### config.mk
export PLATFORM = sky130hd
export DESIGN_NAME = axis_arbiter
export DESIGN_NICKNAME = d
export VERILOG_FILES = /design/src/rtl/axis_arbiter.sv
export SDC_FILE = /design/constraint.sdc
export NUM_CORES = 1
export LEC_CHECK = 0
export BUFFER_PORTS_ARGS = -buffer_cell sky130_fd_sc_hd__buf_2
export CAP_MARGIN = 20
export CELL_PAD_IN_SITES_DETAIL_PLACEMENT = 0
export CELL_PAD_IN_SITES_GLOBAL_PLACEMENT = 1
export CORE_MARGIN = 2
export CORE_UTILIZATION = 30
export DETAILED_ROUTE_END_ITERATION = 16
export PLACE_DENSITY_LB_ADDON = 0.1
export SETUP_SLACK_MARGIN = 0.3
export SLEW_MARGIN = 5
export SYNTH_ARGS = -nofsm -noshare
export SYNTH_HDL_FRONTEND = slang
export SYNTH_SLANG_ARGS = --single-unit
### constraint.sdc
create_clock -name clock -period 1.9 [get_ports clock]
set_input_delay 0.38 -clock clock [delete_from_list [all_inputs] [get_ports clock]]
set_output_delay 0.38 -clock clock [all_outputs]
set_load 0.02 [all_outputs]
### src/rtl/axis_arbiter.sv
// Round-robin arbiter merging COUNT valid/ready streams into one registered output slot.
// With PACKET=1 a grant is held from the first beat of a packet through its ilast beat.
module axis_arbiter #(
  parameter int WIDTH  = 8,
  parameter int COUNT  = 4,
  parameter int PACKET = 1
) (
  input  logic                   clock,
  input  logic                   resetn,
  input  logic [COUNT*WIDTH-1:0] idata,
  input  logic [COUNT-1:0]       ivalid,
  input  logic [COUNT-1:0]       ilast,
  output logic [COUNT-1:0]       iready,
  output logic [WIDTH-1:0]       odata,
  output logic                   olast,
  output logic                   ovalid,
  input  logic                   oready,
  output logic [COUNT-1:0]       grant
);

  localparam int PTR_W = (COUNT > 1) ? $clog2(COUNT) : 1;

  typedef enum logic {IDLE, BUSY} state_t;

  state_t             state, state_next;
  logic [PTR_W-1:0]   ptr, ptr_next;
  logic [PTR_W-1:0]   winner, gidx;
  logic [PTR_W:0]     scan;
  logic               found;
  logic [COUNT-1:0]   grant_next;
  logic               slot_free, xfer, end_pkt;
  logic [WIDTH-1:0]   in_data;
  logic               in_last;

  // Scan downward so the requester closest to ptr is the last (winning) assignment.
  always_comb begin
    winner = '0;
    found  = 1'b0;
    scan   = '0;
    for (int k = COUNT - 1; k >= 0; k--) begin
      scan = {1'b0, ptr} + (PTR_W + 1)'(k);
      if (scan >= (PTR_W + 1)'(COUNT)) scan = scan - (PTR_W + 1)'(COUNT);
      if (ivalid[scan[PTR_W-1:0]]) begin
        winner = scan[PTR_W-1:0];
        found  = 1'b1;
      end
    end
  end

  always_comb begin
    gidx    = '0;
    in_data = '0;
    in_last = 1'b0;
    for (int i = 0; i < COUNT; i++) begin
      if (grant[i]) begin
        gidx    = PTR_W'(i);
        in_data = idata[i*WIDTH +: WIDTH];
        in_last = ilast[i];
      end
    end
  end

  // iready is a function of grant and the output slot only, never of the inputs.
  assign slot_free = !ovalid || oready;
  assign iready    = grant & {COUNT{slot_free}};
  assign xfer      = |(iready & ivalid);
  assign end_pkt   = (PACKET == 0) || in_last;

  always_comb begin
    state_next = state;
    grant_next = grant;
    ptr_next   = ptr;
    case (state)
      IDLE: begin
        if (found) begin
          state_next = BUSY;
          grant_next = COUNT'(1) << winner;
        end
      end
      BUSY: begin
        if (xfer && end_pkt) begin
          state_next = IDLE;
          grant_next = '0;
          ptr_next   = (gidx == PTR_W'(COUNT - 1)) ? '0 : gidx + 1'b1;
        end
      end
      default: state_next = IDLE;
    endcase
  end

  always_ff @(posedge clock) begin
    if (!resetn) begin
      state <= IDLE;
      grant <= '0;
      ptr   <= '0;
    end else begin
      state <= state_next;
      grant <= grant_next;
      ptr   <= ptr_next;
    end
  end

  // Output slot: load on an input transfer, otherwise drain when downstream accepts.
  always_ff @(posedge clock) begin
    if (!resetn) begin
      ovalid <= 1'b0;
      olast  <= 1'b0;
      odata  <= '0;
    end else if (xfer) begin
      ovalid <= 1'b1;
      olast  <= (PACKET != 0) && in_last;
      odata  <= in_data;
    end else if (oready) begin
      ovalid <= 1'b0;
    end
  end

endmodule

==> run summary <==
PWR
--------------------------------------------------------------------------------------------------------
Worst supply voltage drop on vdd ..........................................................    0.1987 mV
Power per cell area ....................................................................... 554.8 mW/mm^2
Static leakage ............................................................................    0.6775 nW

CLOCK TREE
--------------------------------------------------------------------------------------------------------
H-Tree Depth ..............................................................................            1
Post-CTS clock slew at the launch and capture registers of the worst setup and hold paths .      0.12 ns
Clk_lat worst skew ........................................................................      0.30 ns
Setup fix buffers added after clock tree synthesis ........................................            0
Clk root buf ..............................................................................     clkbuf_4
CTS tree ..................................................................................        built
Max Buffers Root-to-Sink ..................................................................            2
Hold Buf Count CTS ........................................................................            0
Clock buffers created by TritonCTS ........................................................            3
Num Clock Sinks ...........................................................................           17

DETAILED ROUTING
--------------------------------------------------------------------------------------------------------
Vias ......................................................................................        1,169
Detailed-router iteration count before antenna repair .....................................            4
Detail-routed via count per cell ..........................................................        5.039
Starting DRT DRC Count ....................................................................           49
Final ANT Viol Nets .......................................................................            0
Wire length reported by the detailed router ...............................................      3387 um
Final routed wire length divided by cell count ............................................     14.60 um
Final routed DRC violation total ..........................................................            0

SYNTH
--------------------------------------------------------------------------------------------------------
Count of different cell masters after synthesis ...........................................           36
Share of the yosys chip area belonging to registers .......................................       31.66%
Share of the synthesized area in the top cell type ........................................       31.66%
Gate count of the mapped netlist ..........................................................          125
Number of enable-type register cells in the synthesized netlist ...........................            0
Synth Flop Type ...........................................................................      dfxtp_1
Avg Cell Area, Syn ........................................................................  8.598 sq um
Largest area contributor in the netlist ...................................................      dfxtp_1
Synthesis Warnings ........................................................................            0
Flop and latch count out of synthesis .....................................................           17
Main area contributors after synthesis .................................................... dfxtp_1 (32%), a22o_1 (7.3%), o41ai_1 (5.7%)
Post-synth design cell area ............................................................... 0.001075 sq mm
Post-synthesis net count ..................................................................          168
Fraction of synthesis flops using an asynchronous set or reset pin ........................           0%

FINAL LAYOUT
--------------------------------------------------------------------------------------------------------
Antenna Diode Count .......................................................................            0
Final layout net count ....................................................................          230
Final Core Density ........................................................................       43.37%
Share of final-layout standard cells stronger than drive strength 1 .......................       44.09%
Area growth, synth to finish ..............................................................       36.79%
Most common cell after layout, fill and taps aside ........................................        buf_2
Commonest non-fill, non-tap cells in the layout ........................................... buf_2 (60), dfxtp_1 (13), a22o_1 (9), a21oi_1 (9)

GRT
--------------------------------------------------------------------------------------------------------
Largest net degree at the start of global routing .........................................           17
GRT overflow ..............................................................................            0
Vias in the first global route ............................................................        1,132
GRT Util Overall ..........................................................................       17.67%
Wire length of the first global-routing pass ..............................................      5664 um
Number of antenna violations at the first check in global routing .........................            0

WORST SETUP PATH
--------------------------------------------------------------------------------------------------------
Critical-path maximum fanout ..............................................................           11
Crit path arrival time ....................................................................      1.17 ns
Data required time at the worst endpoint ..................................................      1.52 ns
Reg2reg setup slack .......................................................................      0.44 ns
Critical Path Source Type .................................................................    flip-flop
Critical path class .......................................................................   reg -> out
Worst flop-to-flop path endpoint .......................................................... ptr[1]$_SDFFE_PN0P_
Count of cells along the worst register-to-register path ..................................            4
Startpoint of the lowest-slack register-to-register path .................................. grant[2]$_SDFFE_PN0P_
Type of element capturing the critical path ...............................................   output pin

STA
--------------------------------------------------------------------------------------------------------
Number of max-slew violations in the final report .........................................            0
Final worst path period share .............................................................       81.74%
Slew at the pin with the worst max-slew slack .............................................    0.4481 ns
Fin crit period ...........................................................................     1.553 ns
Setup violators final .....................................................................            0
Unrepaired setup endpoints after global routing ...........................................         true
Upper clock frequency limit ...............................................................    643.9 MHz
Clk_skew ..................................................................................   0.01011 ns
Final count of hold timing violations .....................................................            0
Final-layout worst hold slack .............................................................    0.3675 ns
Max transition margin .....................................................................       69.85%
Setup TNS .................................................................................         0 ns

FLOORPLAN
--------------------------------------------------------------------------------------------------------
Die H .....................................................................................     63.86 um
I/O pin cnt ...............................................................................           61
Die X .....................................................................................     63.86 um
Area of the core .......................................................................... 0.003390 sq mm
Starting Density ..........................................................................       31.71%
Row count .................................................................................           21
Die outline area .......................................................................... 0.004077 sq mm

MIN PATH
--------------------------------------------------------------------------------------------------------
Worst Hold End ............................................................................ odata[6]$_SDFFE_PN0P_
Instance count along the most critical hold path ..........................................            3
Worst hold path class .....................................................................    in -> reg
HP Start ..................................................................................    idata[30]

OUTCOME
--------------------------------------------------------------------------------------------------------
Run status ................................................................................ finished clean

PLACE
--------------------------------------------------------------------------------------------------------
Total half-perimeter wirelength after legalization and detailed placement .................      2540 um
Count of input and output buffers .........................................................           60
Weighted congestion at the end of routability-driven global placement .....................       0.7548

FLOW RUN
--------------------------------------------------------------------------------------------------------
Max-cap check violation count .............................................................            0

-- critical path, stage by stage, from the launching register on --
cell and delay [ns]:
dfxtp_4 0.42, buf_4 0.18, and2_1 0.12, buf_2 0.15
-- state kept, by name (all words and copies together), names as in the netlist --
| signal | cells |
|---|---|
| odata | 8 |
| grant | 4 |
| ptr | 2 |
| olast | 1 |
| ovalid | 1 |
| state | 1 |
-- layout make-up --
type / count / area [sq um]
sequential: 17 / 347.8
fill: 365 / 1919
clock inverter: 1 / 5.005
inverter: 6 / 22.52
tap: 46 / 57.56
timing repair buffer: 67 / 356.6
multi-input combinational: 92 / 658.1
clock buffer: 3 / 22.52
-- where the power goes --
part	switching (mW)	internal (mW)	total (mW)
clock network	0.129	0.0784	0.207
logic	0.120	0.0983	0.218
registers	0.0185	0.372	0.390
total	0.267	0.548	0.816
-- repair_timing --
action                                  CTS  global route
endpoints found under the hold margin     0             0
pin swaps                                 0             0
endpoints found under the setup margin    2            14
gates resized for setup                   3             4
-- logic make-up (layout without fill, tap and decap cells) --
kind of cell           count (synthesis)  after routing  share of synthesized area, %
muxes                                  1              1                        0.9314
and+or+nand+nor                       43             43                         22.59
buffers and inverters                 16             77                         7.334
AOI/OAI and AO/OA                     48             48                         37.49
DFF                                   17             17                         31.67
-- per-layer routing --
| metal | up-vias | wire (um) | share of wire, % | global-route usage (%) |
|---|---|---|---|---|
| met4 | 0 | 20 | 0.59 | 5.707 |
| met2 | 33 | 1514 | 45 | 27.47 |
| li1 | 601 | - | - | - |
| met3 | 2 | 178 | 5.3 | 3.169 |
| met1 | 533 | 1674 | 49 | 24.59 |
| met5 | - | 0 | 0 | 0 |
-- per-stage QoR --
step           setup slack, ns  instances  total power [mW]  cell area (sq um)
6_report                0.3470        232            0.8156               1470
5_1_grt                 0.2541        232            0.8728               1470
4_1_cts                 0.3204        232            0.8257               1461
3_5_place_dp            0.2357        228            0.6154               1429
3_3_place_gp            0.2664        228            0.6138               1429
2_1_floorplan           0.4055        125            0.5220               1075
-- worst max-delay path by stage --
| stage | depth (start not counted) | start | to |
|---|---|---|---|
| final | 3 | grant[2]$_SDFFE_PN0P_ | iready[2] |
| after global routing | 3 | grant[2]$_SDFFE_PN0P_ | iready[2] |
| after CTS | 3 | grant[2]$_SDFFE_PN0P_ | iready[2] |
| after detailed placement | 5 | ivalid[3] | grant[3]$_SDFFE_PN0P_ |
| after global placement | 5 | ivalid[3] | grant[2]$_SDFFE_PN0P_ |
| after floorplan | 3 | grant[2]$_SDFFE_PN0P_ | iready[2] |
-- cell usage after synthesis, types with 2 or more instances --
cell	count
a21oi_1	9
inv_1	6
buf_6	2
dfxtp_1	17
nor2b_1	8
a32o_1	4
o21ai_0	2
a22o_1	9
a211oi_1	8
and2_1	5
buf_2	2
nor2_1	4
nor3_1	2
or3_1	2
nand2b_1	3
clkbuf_1	5
o41ai_1	7
nand2_1	5
nand3_1	8
(Power assumes the default switching activity.)
